<file path="src/rtl/spek_mem_pkg.sv">
// Shared types and geometry helpers for the miss/refill engine.
package spek_mem_pkg;

  typedef enum logic [1:0] {
    IDLE = 2'd0,
    WB   = 2'd1,
    RD   = 2'd2,
    DONE = 2'd3
  } state_t;

  function automatic int unsigned beats(input int unsigned line_bits,
                                        input int unsigned bus_bits);
    return line_bits / bus_bits;
  endfunction

  function automatic int unsigned bbytes(input int unsigned bus_bits);
    return bus_bits / 8;
  endfunction

  function automatic logic [63:0] line_align(input logic [63:0]   addr,
                                             input int unsigned offset_bits);
    return addr & ~((64'd1 << offset_bits) - 64'd1);
  endfunction

endpackage

</file>
<file path="src/rtl/mem_refill_ctl_if.sv">
// Cache-side request/response and memory-bus beat signals of the refill engine.
interface mem_refill_ctl_if #(
  parameter int unsigned ADDR_BITS = 32,
  parameter int unsigned LINE_BITS = 512,
  parameter int unsigned BUS_BITS  = 64
);
  logic                 i_miss;
  logic [ADDR_BITS-1:0] i_miss_addr;
  logic                 i_evict;
  logic [ADDR_BITS-1:0] i_evict_addr;
  logic [LINE_BITS-1:0] i_evict_data;
  logic                 o_stall;
  logic [LINE_BITS-1:0] o_line;
  logic                 o_line_valid;
  logic                 o_mem_req;
  logic                 o_mem_we;
  logic [ADDR_BITS-1:0] o_mem_addr;
  logic [BUS_BITS-1:0]  o_mem_wdata;
  logic                 i_mem_ack;
  logic [BUS_BITS-1:0]  i_mem_rdata;

  modport slave (
    input  i_miss, i_miss_addr, i_evict, i_evict_addr, i_evict_data,
    input  i_mem_ack, i_mem_rdata,
    output o_stall, o_line, o_line_valid,
    output o_mem_req, o_mem_we, o_mem_addr, o_mem_wdata
  );

  modport master (
    output i_miss, i_miss_addr, i_evict, i_evict_addr, i_evict_data,
    output i_mem_ack, i_mem_rdata,
    input  o_stall, o_line, o_line_valid,
    input  o_mem_req, o_mem_we, o_mem_addr, o_mem_wdata
  );
endinterface

</file>
<file path="src/rtl/line_buffer.sv">
// One cache line of storage: whole-line load, beat-indexed write and beat-indexed read.
module line_buffer
  import spek_mem_pkg::*;
#(
  parameter  int unsigned LINE_BITS = 512,
  parameter  int unsigned BUS_BITS  = 64,
  localparam int unsigned IDX_W     = $clog2(beats(LINE_BITS, BUS_BITS))
) (
  input  logic                 clk,
  input  logic                 rst,
  input  logic                 i_load,
  input  logic [LINE_BITS-1:0] i_load_data,
  input  logic                 i_we,
  input  logic [IDX_W-1:0]     i_widx,
  input  logic [BUS_BITS-1:0]  i_wdata,
  input  logic [IDX_W-1:0]     i_ridx,
  output logic [BUS_BITS-1:0]  o_rdata,
  output logic [LINE_BITS-1:0] o_line
);

  logic [LINE_BITS-1:0] r_line;

  always_ff @(posedge clk or negedge rst) begin
    if (!rst) begin
      r_line <= '0;
    end else if (i_load) begin
      r_line <= i_load_data;
    end else if (i_we) begin
      r_line[i_widx*BUS_BITS +: BUS_BITS] <= i_wdata;
    end
  end

  assign o_rdata = r_line[i_ridx*BUS_BITS +: BUS_BITS];
  assign o_line  = r_line;

endmodule

</file>
<file path="src/rtl/mem_refill_ctl.sv">
// Miss/refill engine: optional dirty-victim write-back, then a beat-wise line fetch
// (optionally critical-word-first) returned to the cache as a one-cycle valid pulse.
module mem_refill_ctl
  import spek_mem_pkg::*;
#(
  parameter int unsigned ADDR_BITS   = 32,
  parameter int unsigned LINE_BITS   = 512,
  parameter int unsigned BUS_BITS    = 64,
  parameter int unsigned OFFSET_BITS = 6,
  parameter bit          CWF         = 1'b0
) (
  input logic            clk,
  input logic            rst,
  mem_refill_ctl_if.slave bus
);

  localparam int unsigned BEATS = beats(LINE_BITS, BUS_BITS);
  localparam int unsigned BOFF  = $clog2(bbytes(BUS_BITS));
  localparam int unsigned IDX_W = $clog2(BEATS);

  typedef logic [IDX_W-1:0]     idx_t;
  typedef logic [ADDR_BITS-1:0] addr_t;

  localparam idx_t LAST = idx_t'(BEATS - 1);

  function automatic addr_t align(input addr_t a);
    return addr_t'(line_align(64'(a), OFFSET_BITS));
  endfunction

  function automatic addr_t beat_addr(input addr_t base, input idx_t idx);
    return base | (addr_t'(idx) << BOFF);
  endfunction

  state_t              r_state;
  idx_t                r_beat;
  idx_t                r_rd_start;
  addr_t               r_miss_base;
  addr_t               r_ev_base;
  logic                r_req;
  logic                r_we;
  logic                r_valid;
  addr_t               r_addr;
  logic [BUS_BITS-1:0] r_wdata;

  logic                 w_ack;
  idx_t                 w_next;
  idx_t                 w_in_start;
  addr_t                w_miss_base;
  addr_t                w_ev_base;
  logic                 w_buf_load;
  logic                 w_buf_we;
  logic [BUS_BITS-1:0]  w_buf_rdata;
  logic [LINE_BITS-1:0] w_line;

  assign w_ack       = r_req & bus.i_mem_ack;
  assign w_next      = r_beat + idx_t'(1);
  assign w_in_start  = CWF ? bus.i_miss_addr[OFFSET_BITS-1:BOFF] : '0;
  assign w_miss_base = align(bus.i_miss_addr);
  assign w_ev_base   = align(bus.i_evict_addr);
  assign w_buf_load  = (r_state == IDLE) & bus.i_miss & bus.i_evict;
  assign w_buf_we    = (r_state == RD) & w_ack;

  // The victim is loaded whole and drained beat by beat; refill beats then
  // overwrite every slot, so one buffer serves both lines.
  line_buffer #(
    .LINE_BITS (LINE_BITS),
    .BUS_BITS  (BUS_BITS)
  ) u_buf (
    .clk         (clk),
    .rst         (rst),
    .i_load      (w_buf_load),
    .i_load_data (bus.i_evict_data),
    .i_we        (w_buf_we),
    .i_widx      (r_beat),
    .i_wdata     (bus.i_mem_rdata),
    .i_ridx      (w_next),
    .o_rdata     (w_buf_rdata),
    .o_line      (w_line)
  );

  // Beat outputs are registered, so the first beat is set up on the edge that leaves IDLE.
  always_ff @(posedge clk or negedge rst) begin
    if (!rst) begin
      r_state     <= IDLE;
      r_beat      <= '0;
      r_rd_start  <= '0;
      r_miss_base <= '0;
      r_ev_base   <= '0;
      r_req       <= 1'b0;
      r_we        <= 1'b0;
      r_valid     <= 1'b0;
      r_addr      <= '0;
      r_wdata     <= '0;
    end else begin
      case (r_state)
        IDLE: begin
          r_valid <= 1'b0;
          if (bus.i_miss) begin
            r_miss_base <= w_miss_base;
            r_rd_start  <= w_in_start;
            r_req       <= 1'b1;
            if (bus.i_evict) begin
              r_state   <= WB;
              r_ev_base <= w_ev_base;
              r_beat    <= '0;
              r_we      <= 1'b1;
              r_addr    <= w_ev_base;
              r_wdata   <= bus.i_evict_data[BUS_BITS-1:0];
            end else begin
              r_state <= RD;
              r_beat  <= w_in_start;
              r_we    <= 1'b0;
              r_addr  <= beat_addr(w_miss_base, w_in_start);
            end
          end
        end
        WB: begin
          if (w_ack) begin
            if (r_beat == LAST) begin
              r_state <= RD;
              r_beat  <= r_rd_start;
              r_we    <= 1'b0;
              r_addr  <= beat_addr(r_miss_base, r_rd_start);
              r_wdata <= '0;
            end else begin
              r_beat  <= w_next;
              r_addr  <= beat_addr(r_ev_base, w_next);
              r_wdata <= w_buf_rdata;
            end
          end
        end
        RD: begin
          if (w_ack) begin
            // Wrapping back onto the start index means every slot has been filled.
            if (w_next == r_rd_start) begin
              r_state <= DONE;
              r_beat  <= '0;
              r_req   <= 1'b0;
              r_valid <= 1'b1;
            end else begin
              r_beat <= w_next;
              r_addr <= beat_addr(r_miss_base, w_next);
            end
          end
        end
        DONE: begin
          r_valid <= 1'b0;
          r_state <= IDLE;
        end
        default: r_state <= IDLE;
      endcase
    end
  end

  assign bus.o_stall      = (r_state != IDLE) | bus.i_miss;
  assign bus.o_line       = w_line;
  assign bus.o_line_valid = r_valid;
  assign bus.o_mem_req    = r_req;
  assign bus.o_mem_we     = r_we;
  assign bus.o_mem_addr   = r_addr;
  assign bus.o_mem_wdata  = r_wdata;

endmodule

</file>
<file path="src/flat_wrapper.sv">
// flat-port wrapper written by rule: the top's interface ports become plain ports
module mem_refill_ctl_flat import spek_mem_pkg::*;
#(
  parameter int unsigned ADDR_BITS   = 32,
  parameter int unsigned LINE_BITS   = 512,
  parameter int unsigned BUS_BITS    = 64,
  parameter int unsigned OFFSET_BITS = 6,
  parameter bit          CWF         = 1'b0
)
  (clk, rst, bus_i_miss, bus_i_miss_addr, bus_i_evict, bus_i_evict_addr, bus_i_evict_data, bus_i_mem_ack, bus_i_mem_rdata, bus_o_stall, bus_o_line, bus_o_line_valid, bus_o_mem_req, bus_o_mem_we, bus_o_mem_addr, bus_o_mem_wdata);
  mem_refill_ctl_if #(.ADDR_BITS(ADDR_BITS), .LINE_BITS(LINE_BITS), .BUS_BITS(BUS_BITS)) bus_i ();
  input logic clk;
  input logic rst;
  input wire logic [$bits(bus_i.i_miss)-1:0] bus_i_miss;
  input wire logic [$bits(bus_i.i_miss_addr)-1:0] bus_i_miss_addr;
  input wire logic [$bits(bus_i.i_evict)-1:0] bus_i_evict;
  input wire logic [$bits(bus_i.i_evict_addr)-1:0] bus_i_evict_addr;
  input wire logic [$bits(bus_i.i_evict_data)-1:0] bus_i_evict_data;
  input wire logic [$bits(bus_i.i_mem_ack)-1:0] bus_i_mem_ack;
  input wire logic [$bits(bus_i.i_mem_rdata)-1:0] bus_i_mem_rdata;
  output wire logic [$bits(bus_i.o_stall)-1:0] bus_o_stall;
  output wire logic [$bits(bus_i.o_line)-1:0] bus_o_line;
  output wire logic [$bits(bus_i.o_line_valid)-1:0] bus_o_line_valid;
  output wire logic [$bits(bus_i.o_mem_req)-1:0] bus_o_mem_req;
  output wire logic [$bits(bus_i.o_mem_we)-1:0] bus_o_mem_we;
  output wire logic [$bits(bus_i.o_mem_addr)-1:0] bus_o_mem_addr;
  output wire logic [$bits(bus_i.o_mem_wdata)-1:0] bus_o_mem_wdata;
  assign bus_i.i_miss = bus_i_miss;
  assign bus_i.i_miss_addr = bus_i_miss_addr;
  assign bus_i.i_evict = bus_i_evict;
  assign bus_i.i_evict_addr = bus_i_evict_addr;
  assign bus_i.i_evict_data = bus_i_evict_data;
  assign bus_i.i_mem_ack = bus_i_mem_ack;
  assign bus_i.i_mem_rdata = bus_i_mem_rdata;
  assign bus_o_stall = bus_i.o_stall;
  assign bus_o_line = bus_i.o_line;
  assign bus_o_line_valid = bus_i.o_line_valid;
  assign bus_o_mem_req = bus_i.o_mem_req;
  assign bus_o_mem_we = bus_i.o_mem_we;
  assign bus_o_mem_addr = bus_i.o_mem_addr;
  assign bus_o_mem_wdata = bus_i.o_mem_wdata;
  mem_refill_ctl #(.ADDR_BITS(ADDR_BITS), .LINE_BITS(LINE_BITS), .BUS_BITS(BUS_BITS), .OFFSET_BITS(OFFSET_BITS), .CWF(CWF)) u_core (.clk(clk), .rst(rst), .bus(bus_i));
endmodule
</file>
<file path="config.mk">
export PLATFORM = sky130hd
export DESIGN_NAME = mem_refill_ctl_flat
export DESIGN_NICKNAME = d
export VERILOG_FILES = /design/src/rtl/spek_mem_pkg.sv /design/src/rtl/mem_refill_ctl_if.sv /design/src/rtl/line_buffer.sv /design/src/rtl/mem_refill_ctl.sv /design/src/flat_wrapper.sv
export SDC_FILE = /design/constraint.sdc
export NUM_CORES = 2
export LEC_CHECK = 0
export BUFFER_PORTS_ARGS = -buffer_cell sky130_fd_sc_hd__buf_2
export CORE_AREA = 5 5 480 482
export DETAILED_ROUTE_END_ITERATION = 6
export DIE_AREA = 0 0 485 487
export PLACE_DENSITY = 0.3
export SYNTH_ARGS = -nofsm -noshare
export SYNTH_HDL_FRONTEND = slang
export SYNTH_SLANG_ARGS = --single-unit
</file>
<file path="constraint.sdc">
create_clock -name clk -period 3.2 [get_ports clk]
set_input_delay 0.32 -clock clk [delete_from_list [all_inputs] [get_ports clk]]
set_output_delay 0.32 -clock clk [all_outputs]
set_load 0.02 [all_outputs]
</file>
==> results.md <==
- First-pass DRT Iterations: 6
- Mapped Area: 0.0344 mm^2
- Post-Synth XOR/XNOR Area: 0%
- Sw Share: 26.3%
- Post-synth top area share: between 40% and 50%
- Count leader, synth: dfrtp_1
- Vias in the first global route: 40,900
- Die H: slightly below 500 um
- Crit end category: flip-flop
- Nets: 6,346
- Outcome: complete, no violations
- R2R Path Start: u_core.r_beat[0]
- Slew HR: 20.9%
- Via/cell ratio: 4.50
- Routed wire per std cell: ~31 um
- Post-synthesis mux area share: 12.3%
- Clock power share: between 50% and 60%
- Worst-Margin Slew: 1.19 ns
- Synth top area cells: dfrtp_1, a21oi_1, mux4_2, nand2_1, nor2_1
- CP startpoint kind: flip-flop
- Total negative slack: 0 ns
- Leak pwr: between 20 and 30 nW
- Maximum VDD drop: 0.000379 V
- Final hold viol count: 0
- Minimum clock period: 3.12 ns
- Yosys reg bits: 665
- Worst hold start: bus_i_evict_data[39]
- GR Util All Layers: between 20 and 25%
- Hold EP: u_core.bus.o_mem_wdata[39]
- Clock sink count: ~670
- Cell type with the largest total area after synthesis: dfrtp_1
- Boundary pin count: 1,257
- ANT nets after route: 0
- Unrepaired setup endpoints after global routing: no
- Std-Cell Rows: about 180
- Die Wd: 485 um
- WL final: 277 mm
- I/O Buffers: 1,241
- TritonCTS clock tree: yes
- Clock skew: 0.0378 ns
- Area share of fa/ha/maj cells after synthesis: 0.364%
- Post-synthesis average cell area: 9.39 um^2
- Max-slew violation count: 0
- DRT iter0 DRCs: 3,250
- Post-DP HPWL: 198 mm
- Number of max-cap violations: 0
- Worst EP required: 3.82 ns
- Sequential area share after synthesis: 48.4%
- Seq pwr share: 39.3%
- CTS Buf Count: 96
- Combinational family with the most area after synthesis: compound AO/OA/AOI/OAI gates
- R2R Setup Slk: between 0.08 and 0.09 ns
- Worst-case reg-to-reg path depth: 8
- Area share of and/or/nand/nor cells after synthesis: 16.2%
- Data arrival, critical path: ~3.7 ns
- Post-synth EDFFs: 0
- Final setup violation count: 0
- First-pass GRT wire length: 368 mm
- Internal: 16.0 mW
- Synth Instances: around 3,700
- Htree depth: 3
- Die area: 0.236 mm^2
- Area added between synthesis and finish: 65.7%
- Dominant synthesized flop cell: dfrtp_1
- Final Power: between 20 and 25 mW
- DRC viols: 0
- Via count: 39,600
- Async SR Flop Fraction: 100%
- Yosys warns: 0
- Crit path max fanout: 40
- Initial antenna violation count: 58
- Period Utilization, post-route: between 90% and 100%
- Grt ovf: 0
- Combinational share of power: 8.7%
- Layout cells sized above 1: 31.6%
- Psw: 5.70 mW
- Complex-gate fraction of the synthesized area: between 15 and 20%
- Clock slew at reported path FFs: 0.06 ns
- R2R Path End: u_core.u_buf.o_line[148]
- Clock Path Buffers: 3
- Post-synthesis cell type count: 51
- GPL Wtd Cong: 0.844
- CTS root buf: clkbuf_16
- Core area: 0.226 mm^2
- Fmax: 321 MHz
- Starting Density: 15.2%
- Min-Delay Path Depth: 4
- Largest net degree at the start of global routing: 129
- Synth top cells by count: dfrtp_1, nand2_1, a21oi_1, nor2_1, clkbuf_1
- Worst Hold Class: input port to flip-flop
- Worst skew pair latency: approximately 0.74 ns
- Pwr dens: 380 mW/mm^2
- Hold WS: 0.120 ns
- Critical path type: flip-flop to flip-flop
[worst max-delay path, cell delays in order, from the launching register on]
cell and delay, ns:
dfrtp_4 0.40, inv_1 0.07, ha_4 0.58, nor2b_2 0.38, nand4_1 0.31, buf_12 0.31
nand2_1 0.15, a31oi_1 0.08, dlygate4sd3_1 0.60
[area by class of cell]
cell class / instances / area (um^2)
Clock inverter: 25 / 380
Tap cell: 3009 / 3760
Sequential cell: 665 / 16600
Clock buffer: 145 / 2790
Timing Repair Buffer: 2280 / 16900
Fill cell: 24800 / 169000
Multi-Input combinational cell: 2639 / 16400
Antenna cell: 31 / 77.6
Inverter: 9 / 33.8
[cells by family after synthesis]
logic type / after synthesis
other: 1
flip-flops: 665
adder cells (fa/ha/maj): 10
AND/OR/NAND/NOR: 1346
multiplexers: 249
AO/OA/AOI/OAI: 1031
buffers and inverters: 363
[repair_timing]
action | CTS | global route
setup buffers | 0 | 6
hold buffers | 889 | 0
setup endpoints to repair | 0 | 217
gates resized for setup | 0 | 17
hold endpoints to repair | 668 | 0
[layer usage]
layer  GRT usage [%]  wire length (um)  vias up
met4            6.16              7400       12
met3            6.80             24400      286
met1            28.8            117000    20500
met5               0                88        -
met2            36.1            128000     1773
li1                -                 -    17000
[stage by stage]
stage	setup slack, ns	area [um^2]	cells	util, %
global route	0.000543	57000	8795	25.2
global placement	0.234	44700	7704	19.8
CTS	0.0121	56800	8763	25.1
finish	0.0838	57000	8803	25.2
floorplan	0.388	34400	3667	-
detailed placement	0.231	44700	7704	19.8
[power by group through the flow]
| stage | Clock [mW] | Sequential (mW) | Combinational, mW |
|---|---|---|---|
| 3_5_place_dp | 0 | 8.67 | 1.21 |
| 6_report | 11.2 | 8.52 | 1.89 |
| 2_1_floorplan | 0 | 8.75 | 0.174 |
| 4_1_cts | 11.7 | 8.52 | 1.91 |
| 3_3_place_gp | 0 | 8.67 | 1.22 |
| 5_1_grt | 11.9 | 8.52 | 2.02 |
[cells in the final DEF, fill, tap and decap left out, drive strengths merged, types with 4 or more instances in the layout]
| cell | Yosys | layout |
|---|---|---|
| ha | 10 | 10 |
| a22oi | 91 | 91 |
| nand2 | 654 | 654 |
| inv | 9 | 12 |
| a21oi | 637 | 637 |
| a31oi | 107 | 107 |
| clkinvlp | 0 | 4 |
| a21o | 26 | 26 |
| bufinv | 0 | 7 |
| and3 | 6 | 6 |
| nand3 | 64 | 64 |
| a32oi | 8 | 8 |
| dfrtp | 665 | 665 |
| mux4 | 128 | 128 |
| a221o | 80 | 80 |
| mux2 | 118 | 118 |
| nor4 | 4 | 4 |
| diode | 0 | 31 |
| buf | 159 | 1388 |
| dlygate4sd3 | 0 | 889 |
| a211oi | 52 | 52 |
| o21ai | 18 | 18 |
| nor3 | 4 | 4 |
| nor2b | 93 | 93 |
| and2 | 9 | 9 |
| clkinv | 0 | 11 |
| clkbuf | 195 | 148 |
| nor2 | 500 | 500 |
[flip-flops by register name, indices dropped and copies added, names as in the netlist]
register	cells
u_core.u_buf.o_line	512
u_core.bus.o_mem_wdata	64
u_core.bus.o_mem_addr	29
u_core.r_ev_base	26
u_core.r_miss_base	26
u_core.r_beat	3
u_core.r_state	2
u_core.bus.o_line_valid	1
u_core.bus.o_mem_req	1
u_core.bus.o_mem_we	1
[how the worst max path moves through the flow]
stage | startpoint | to | slack [ns]
5_1_grt | u_core.r_beat[0] | u_core.u_buf.o_line[17] | 0.0005
3_5_place_dp | u_core.r_beat[0] | u_core.u_buf.o_line[261] | 0.23
4_1_cts | u_core.r_beat[0] | u_core.u_buf.o_line[41] | 0.01
2_1_floorplan | u_core.r_beat[0] | u_core.u_buf.o_line[397] | 0.39
6_report | u_core.r_beat[0] | u_core.u_buf.o_line[148] | 0.08
3_3_place_gp | u_core.r_beat[0] | u_core.u_buf.o_line[258] | 0.23
(Power assumes the default switching activity.)
